==> config.mk <==
export PLATFORM = sky130hd
export DESIGN_NAME = voice_mix_sequencer
export DESIGN_NICKNAME = d
export VERILOG_FILES = /design/src/rtl/voice_mix_sequencer.sv
export SDC_FILE = /design/constraint.sdc
export NUM_CORES = 2
export LEC_CHECK = 0
export CAP_MARGIN = 10
export CORE_AREA = 2 2 256 258
export DETAILED_ROUTE_END_ITERATION = 8
export DIE_AREA = 0 0 258 260
export PLACE_DENSITY = 0.81
export SLEW_MARGIN = 30
export SYNTH_ARGS = -nofsm -noshare
export SYNTH_HDL_FRONTEND = slang
export SYNTH_SLANG_ARGS = --single-unit
==> constraint.sdc <==
create_clock -name ctl_clk -period 3.08 [get_ports ctl_clk]
set_input_delay 0.77 -clock ctl_clk [delete_from_list [all_inputs] [get_ports ctl_clk]]
set_output_delay 0.77 -clock ctl_clk [all_outputs]
set_load 0.005 [all_outputs]
==> src/rtl/voice_mix_sequencer.sv <==
// rtl/voice_mix_sequencer.sv - shares one fixed-point multiplier across voices and mixes the products
module voice_mix_sequencer #(
    parameter int C_WIDTH    = 32,
    parameter int NUM_VOICES = 8,
    parameter int TIMEOUT    = 256
) (
    input  logic                          ctl_clk,
    input  logic                          reset,
    input  logic                          frame_start,
    input  logic [NUM_VOICES*C_WIDTH-1:0] samples,
    input  logic [NUM_VOICES*C_WIDTH-1:0] gains,
    input  logic [NUM_VOICES-1:0]         voice_en,
    output logic [C_WIDTH-1:0]            mul_a,
    output logic [C_WIDTH-1:0]            mul_b,
    output logic                          mul_trigger,
    input  logic                          mul_ready,
    input  logic                          mul_done,
    input  logic [C_WIDTH-1:0]            mul_y,
    output logic [C_WIDTH-1:0]            mix_out,
    output logic                          mix_valid,
    output logic                          busy,
    output logic                          overrun,
    output logic                          mul_error
);

    localparam int VW = (NUM_VOICES > 1) ? $clog2(NUM_VOICES) : 1;
    localparam int AW = C_WIDTH + $clog2(NUM_VOICES) + 1;
    localparam int TW = 16;

    typedef enum logic [1:0] {S_IDLE, S_ISSUE, S_WAIT, S_OUT} state_e;

    state_e                          state_q, state_d;
    logic [NUM_VOICES*C_WIDTH-1:0]   samp_q, samp_d;
    logic [NUM_VOICES*C_WIDTH-1:0]   gain_q, gain_d;
    logic [NUM_VOICES-1:0]           en_q, en_d;
    logic [AW-1:0]                   acc_q, acc_d;
    logic [VW-1:0]                   vidx_q, vidx_d;
    logic [TW-1:0]                   timer_q, timer_d;
    logic [C_WIDTH-1:0]              mix_q, mix_d;
    logic                            mix_valid_q, mix_valid_d;
    logic                            overrun_q, overrun_d;
    logic                            mul_error_q, mul_error_d;

    logic                            last_voice;
    logic [C_WIDTH-1:0]              cur_sample;
    logic [C_WIDTH-1:0]              cur_gain;

    assign last_voice = (vidx_q == VW'(NUM_VOICES - 1));
    assign cur_sample = samp_q[int'(vidx_q)*C_WIDTH +: C_WIDTH];
    assign cur_gain   = gain_q[int'(vidx_q)*C_WIDTH +: C_WIDTH];

    // Operands come straight from the latched frame so they stay stable across WAIT.
    assign mul_a     = (state_q == S_ISSUE || state_q == S_WAIT) ? cur_sample : '0;
    assign mul_b     = (state_q == S_ISSUE || state_q == S_WAIT) ? cur_gain : '0;
    assign mix_out   = mix_q;
    assign mix_valid = mix_valid_q;
    assign busy      = (state_q != S_IDLE);
    assign overrun   = overrun_q;
    assign mul_error = mul_error_q;

    always_comb begin
        state_d     = state_q;
        samp_d      = samp_q;
        gain_d      = gain_q;
        en_d        = en_q;
        acc_d       = acc_q;
        vidx_d      = vidx_q;
        timer_d     = timer_q;
        mix_d       = mix_q;
        mix_valid_d = 1'b0;
        overrun_d   = 1'b0;
        mul_error_d = 1'b0;
        mul_trigger = 1'b0;

        if (state_q != S_IDLE && frame_start) begin
            overrun_d = 1'b1;
        end

        case (state_q)
            S_IDLE: begin
                if (frame_start) begin
                    samp_d  = samples;
                    gain_d  = gains;
                    en_d    = voice_en;
                    acc_d   = '0;
                    vidx_d  = '0;
                    state_d = S_ISSUE;
                end
            end
            S_ISSUE: begin
                if (!en_q[vidx_q]) begin
                    if (last_voice) begin
                        state_d = S_OUT;
                    end else begin
                        vidx_d = vidx_q + VW'(1);
                    end
                end else if (mul_ready) begin
                    mul_trigger = 1'b1;
                    timer_d     = '0;
                    state_d     = S_WAIT;
                end
            end
            S_WAIT: begin
                if (mul_done) begin
                    acc_d = acc_q + AW'(mul_y);
                    if (last_voice) begin
                        state_d = S_OUT;
                    end else begin
                        vidx_d  = vidx_q + VW'(1);
                        state_d = S_ISSUE;
                    end
                end else if (timer_q == TW'(TIMEOUT - 1)) begin
                    mul_error_d = 1'b1;
                    state_d     = S_IDLE;
                end else begin
                    timer_d = timer_q + TW'(1);
                end
            end
            S_OUT: begin
                // Any bit above the output width means the sum exceeded full scale.
                mix_d       = (|acc_q[AW-1:C_WIDTH]) ? {C_WIDTH{1'b1}} : acc_q[C_WIDTH-1:0];
                mix_valid_d = 1'b1;
                state_d     = S_IDLE;
            end
            default: state_d = S_IDLE;
        endcase
    end

    always_ff @(posedge ctl_clk or negedge reset) begin
        if (!reset) begin
            state_q     <= S_IDLE;
            samp_q      <= '0;
            gain_q      <= '0;
            en_q        <= '0;
            acc_q       <= '0;
            vidx_q      <= '0;
            timer_q     <= '0;
            mix_q       <= '0;
            mix_valid_q <= 1'b0;
            overrun_q   <= 1'b0;
            mul_error_q <= 1'b0;
        end else begin
            state_q     <= state_d;
            samp_q      <= samp_d;
            gain_q      <= gain_d;
            en_q        <= en_d;
            acc_q       <= acc_d;
            vidx_q      <= vidx_d;
            timer_q     <= timer_d;
            mix_q       <= mix_d;
            mix_valid_q <= mix_valid_d;
            overrun_q   <= overrun_d;
            mul_error_q <= mul_error_d;
        end
    end

endmodule

==> summary.md <==
| Metric | Value |
|---|---|
| Simple-Gate Fraction of Synth Area | 4.71% |
| Worst hold slack | 123 ps |
| Crit path required time | 2310 ps |
| Clock Skew | 35.9 ps |
| Met3 WL | 6580 um |
| Post-layout util | 64.9% |
| All-Layer GR Usage | 28.5% |
| Number of global-route vias before repair | 23.4k |
| Crit Path Category | register to output pin |
| Fin nets | 3518 |
| CP max FO | 6 |
| Largest family of logic cells by synthesized area | multiplexers |
| Mapped Nets | 2685 |
| Worst path max stage delay | 550 ps |
| Pwr/cell area | 1040 mW/mm^2 |
| Via count | 21.7k |
| Commonest cells after routing, fill and taps aside | 609 x dfrtp_1, 591 x clkdlybuf4s50_1, 521 x mux2_2 |
| Post-synthesis sequential area ratio | 53.0% |
| Fraction of registers with async set/reset | 100% |
| Peak VDD IR | 0.615 mV |
| Synth Area in Adders | 1.76% |
| Root Buffer | clkbuf_16 |
| M1 WL | 37200 um |
| Initial Util | 45.0% |
| Synthesized area per cell | 13.8 sq um |
| Fin. Hold Viols | 0 |
| DRT antenna net count | 0 |
| EDFF count, synth | 0 |
| CP most frequent cell | buf_4 |
| Post-synth cell types | 63 |
| Pin count of the biggest net entering global routing | 89 |
| Area Overhead vs Synth | 44.0% |
| Static Leak | 17.7 nW |
| Shortest period the worst path allows | 3320 ps |
| Ratio of final minimum period to clock period | 108% |
| Final Max Slew Viols | 0 |
| Pre-CTS setup slack | -588 ps |
| Worst slew pin tran | 858 ps |
| Cells after Synth | 2088 |
| Uppermost layer routed | met5 |
| Max Clk Rate | 0.302 GHz |
| Power, Total | 0.0433 W |
| Critical path arrival | 2550 ps |
| DRC viols | 0 |
| RSZ-0062 raised after global routing | yes |
| Vias/cell | 5.63 |
| Worst setup EP type | output pin |
| Crit path launch type | register |
| Clock transition at path regs | 60 ps |
| Initial antenna violation count | 27 |
| Final WS setup | -236 ps |
| CTS H-Tree Depth | 3 |
| Post-synth top flop | dfrtp_1 |
| First-pass GRT wire length | 144000 um |
| # rows | 93 |
| Final wirelength | 97600 um |
| DRT iter0 DRCs | 1661 |
| Switching part of the total | 33.7% |
| Syn Std Cell Area | 0.0289 sq mm |
| Chip height | 260 um |
| Crit-path cells | clkbuf_16 -> buf_4 -> buf_8 -> buf_4 -> mux4_2 -> nand2_1 -> a21boi_2 -> dlymetal6s2s_1 |
| Wirelength per Cell | 25.3 um |
| Clk Latency, worst-skew pair | 630 ps |
| # IOs | 658 |
| Sequential cell area | 0.0153 sq mm |
| Rel. slew slack | 42.8% |
| Slowest-stage cell, CP | dfrtp_4 |
| Most common cell after layout, fill and taps aside | dfrtp_1 |
| Num CTS Buffers | 70 |
| TritonCTS clock tree | built |
| Clock power share | 20.3% |
| Congestion Overflow GR | 0 |
| Status | finished, violations left |
| Die Width | 258 um |
| Flop pwr share | 32.9% |
| Synth warn | 0 |
| Failing checks | setup timing |
| WL met2 | 48400 um |
| HP Class | input pin to async pin |
| DP HPWL | 68900 um |
| First drt pass iteration count | 5 |
| Clock sinks | 612 |
| GP Congestion | 0.910 |
| Layout cell share with drive strength beyond 1 | 40.4% |
| CTS Hold Bufs | 0 |
| Reg2reg path depth | 10 |
| Core ar. | 0.0641 sq mm |
| CTS Buffer Depth | 3 |
| Area of the multi-input gates | 0.0135 sq mm |
| Post-Synth XOR/XNOR Area | 0.819% |
| Synth Area in Compound Gates | 6.95% |
| Final setup viols | 64 |
| Logic pwr share | 46.7% |
| Max cap viols | 0 |
| Post-synthesis mux area share | 30.6% |
| # fillers | 4506 |
| #FFs+latches synth | 612 |
| IO Port Bufs | 657 |
| Pint | 0.0287 W |
| P_sw | 0.0146 W |
| Die ar. | 0.0671 sq mm |
sequential cells by signal, summed over array words and instances (netlist names):
name	count
gain_q	256
samp_q	256
acc_q	36
mix_out	32
timer_q	16
en_q	8
vidx_q	3
state_q	2
mix_valid	1
mul_error	1
overrun	1
metal layers:
| layer | global-route usage [%] | vias to the layer above |
|---|---|---|
| met4 | 15.8 | 8 |
| met1 | 34.4 | 11200 |
| met2 | 47.0 | 911 |
| met5 | 0 | - |
| li1 | - | 9403 |
| met3 | 7.28 | 260 |
repair_timing:
item	in CTS	in global routing
pin swaps	20	52
resized for setup	281	238
endpoints found under the setup margin	65	67
gates cloned	7	2
setup buffers	42	44
through the flow:
| step | cell area, sq um | TNS, ps | std cells |
|---|---|---|---|
| floorplan | 28900 | 0 | 2088 |
| detailed placement | 37700 | -6950 | 3624 |
| global route | 41600 | -14600 | 3855 |
| CTS | 41000 | -18080 | 3798 |
| global placement | 37700 | -6020 | 3624 |
| finish | 41600 | -9290 | 3857 |
area by class of cell:
class	count	area share, %
Sequential cell	612	36.9
Multi-Input combinational cell	1321	32.4
Timing Repair Buffer	898	21.9
Clock buffer	96	4.78
Tap cell	855	2.57
Clock inverter	32	1.12
Inverter	18	0.165
Antenna cell	25	0.150
worst max-delay path: cells and delay by family, from the launching register on:
kind | cells | cell delay, ps
buffers and inverters | 5 | 740
flip-flops | 1 | 550
multiplexers | 1 | 460
AND/OR/NAND/NOR | 1 | 120
AO/OA/AOI/OAI | 1 | 70
power by group through the flow:
stage / registers (W) / logic [W] / clock network (W)
after floorplan: 0.0133 / 0.0108 / 0
after global placement: 0.0139 / 0.0178 / 0
after detailed placement: 0.0142 / 0.0182 / 0
after CTS: 0.0141 / 0.0195 / 0.00894
after global routing: 0.0146 / 0.0215 / 0.00929
final: 0.0143 / 0.0202 / 0.00881
cell usage after synthesis (3+ instances only):
| cell | instances | share of area [%] |
|---|---|---|
| a21boi_0 | 66 | 1.7 |
| buf_2 | 18 | 0.31 |
| o21a_1 | 4 | 0.10 |
| a21o_1 | 18 | 0.47 |
| nor2_1 | 26 | 0.34 |
| a31oi_1 | 4 | 0.087 |
| or3_1 | 5 | 0.11 |
| mux4_2 | 130 | 10 |
| a22o_1 | 17 | 0.52 |
| or2_2 | 3 | 0.065 |
| o21ai_0 | 43 | 0.75 |
| o31ai_1 | 5 | 0.13 |
| o22a_1 | 32 | 0.97 |
| buf_1 | 12 | 0.16 |
| o21ai_1 | 12 | 0.21 |
| o21bai_1 | 7 | 0.18 |
| a21oi_1 | 44 | 0.76 |
| ha_1 | 39 | 1.7 |
| nand2_1 | 207 | 2.7 |
| mux2i_1 | 5 | 0.17 |
| mux2_2 | 521 | 20 |
| nor4_1 | 3 | 0.065 |
| nor3_1 | 17 | 0.29 |
| clkbuf_1 | 107 | 1.4 |
| xor2_1 | 16 | 0.49 |
| nand3_1 | 17 | 0.29 |
| and3_1 | 10 | 0.22 |
| xnor2_1 | 11 | 0.33 |
| nor2b_1 | 6 | 0.13 |
| o22ai_1 | 3 | 0.065 |
| dfrtp_1 | 612 | 53 |
| inv_1 | 18 | 0.23 |
| nand4_1 | 10 | 0.22 |
final timing paths:
path	startpoint	slack (ps)	to
max	vidx_q[0]	-240	mul_a[18]
min	reset	120	gain_q[227]
max reg2reg	acc_q[0]	270	acc_q[32]
min reg2reg	mix_out[24]	500	mix_out[24]
max in group asynchronous	reset	1960	samp_q[0]
min in group ctl_clk	mix_out[24]	500	mix_out[24]
cell families (layout without fill, tap and decap cells):
| kind of cell | after synthesis | in the layout |
|---|---|---|
| compound gates | 283 | 283 |
| xor+xnor | 27 | 27 |
| fa+ha+maj | 40 | 40 |
| buf+inv | 155 | 1044 |
| flops | 612 | 612 |
| mux | 656 | 656 |
| other cells | 0 | 25 |
| simple gates | 315 | 315 |
Note: power is estimated with default switching activity, not from simulation.
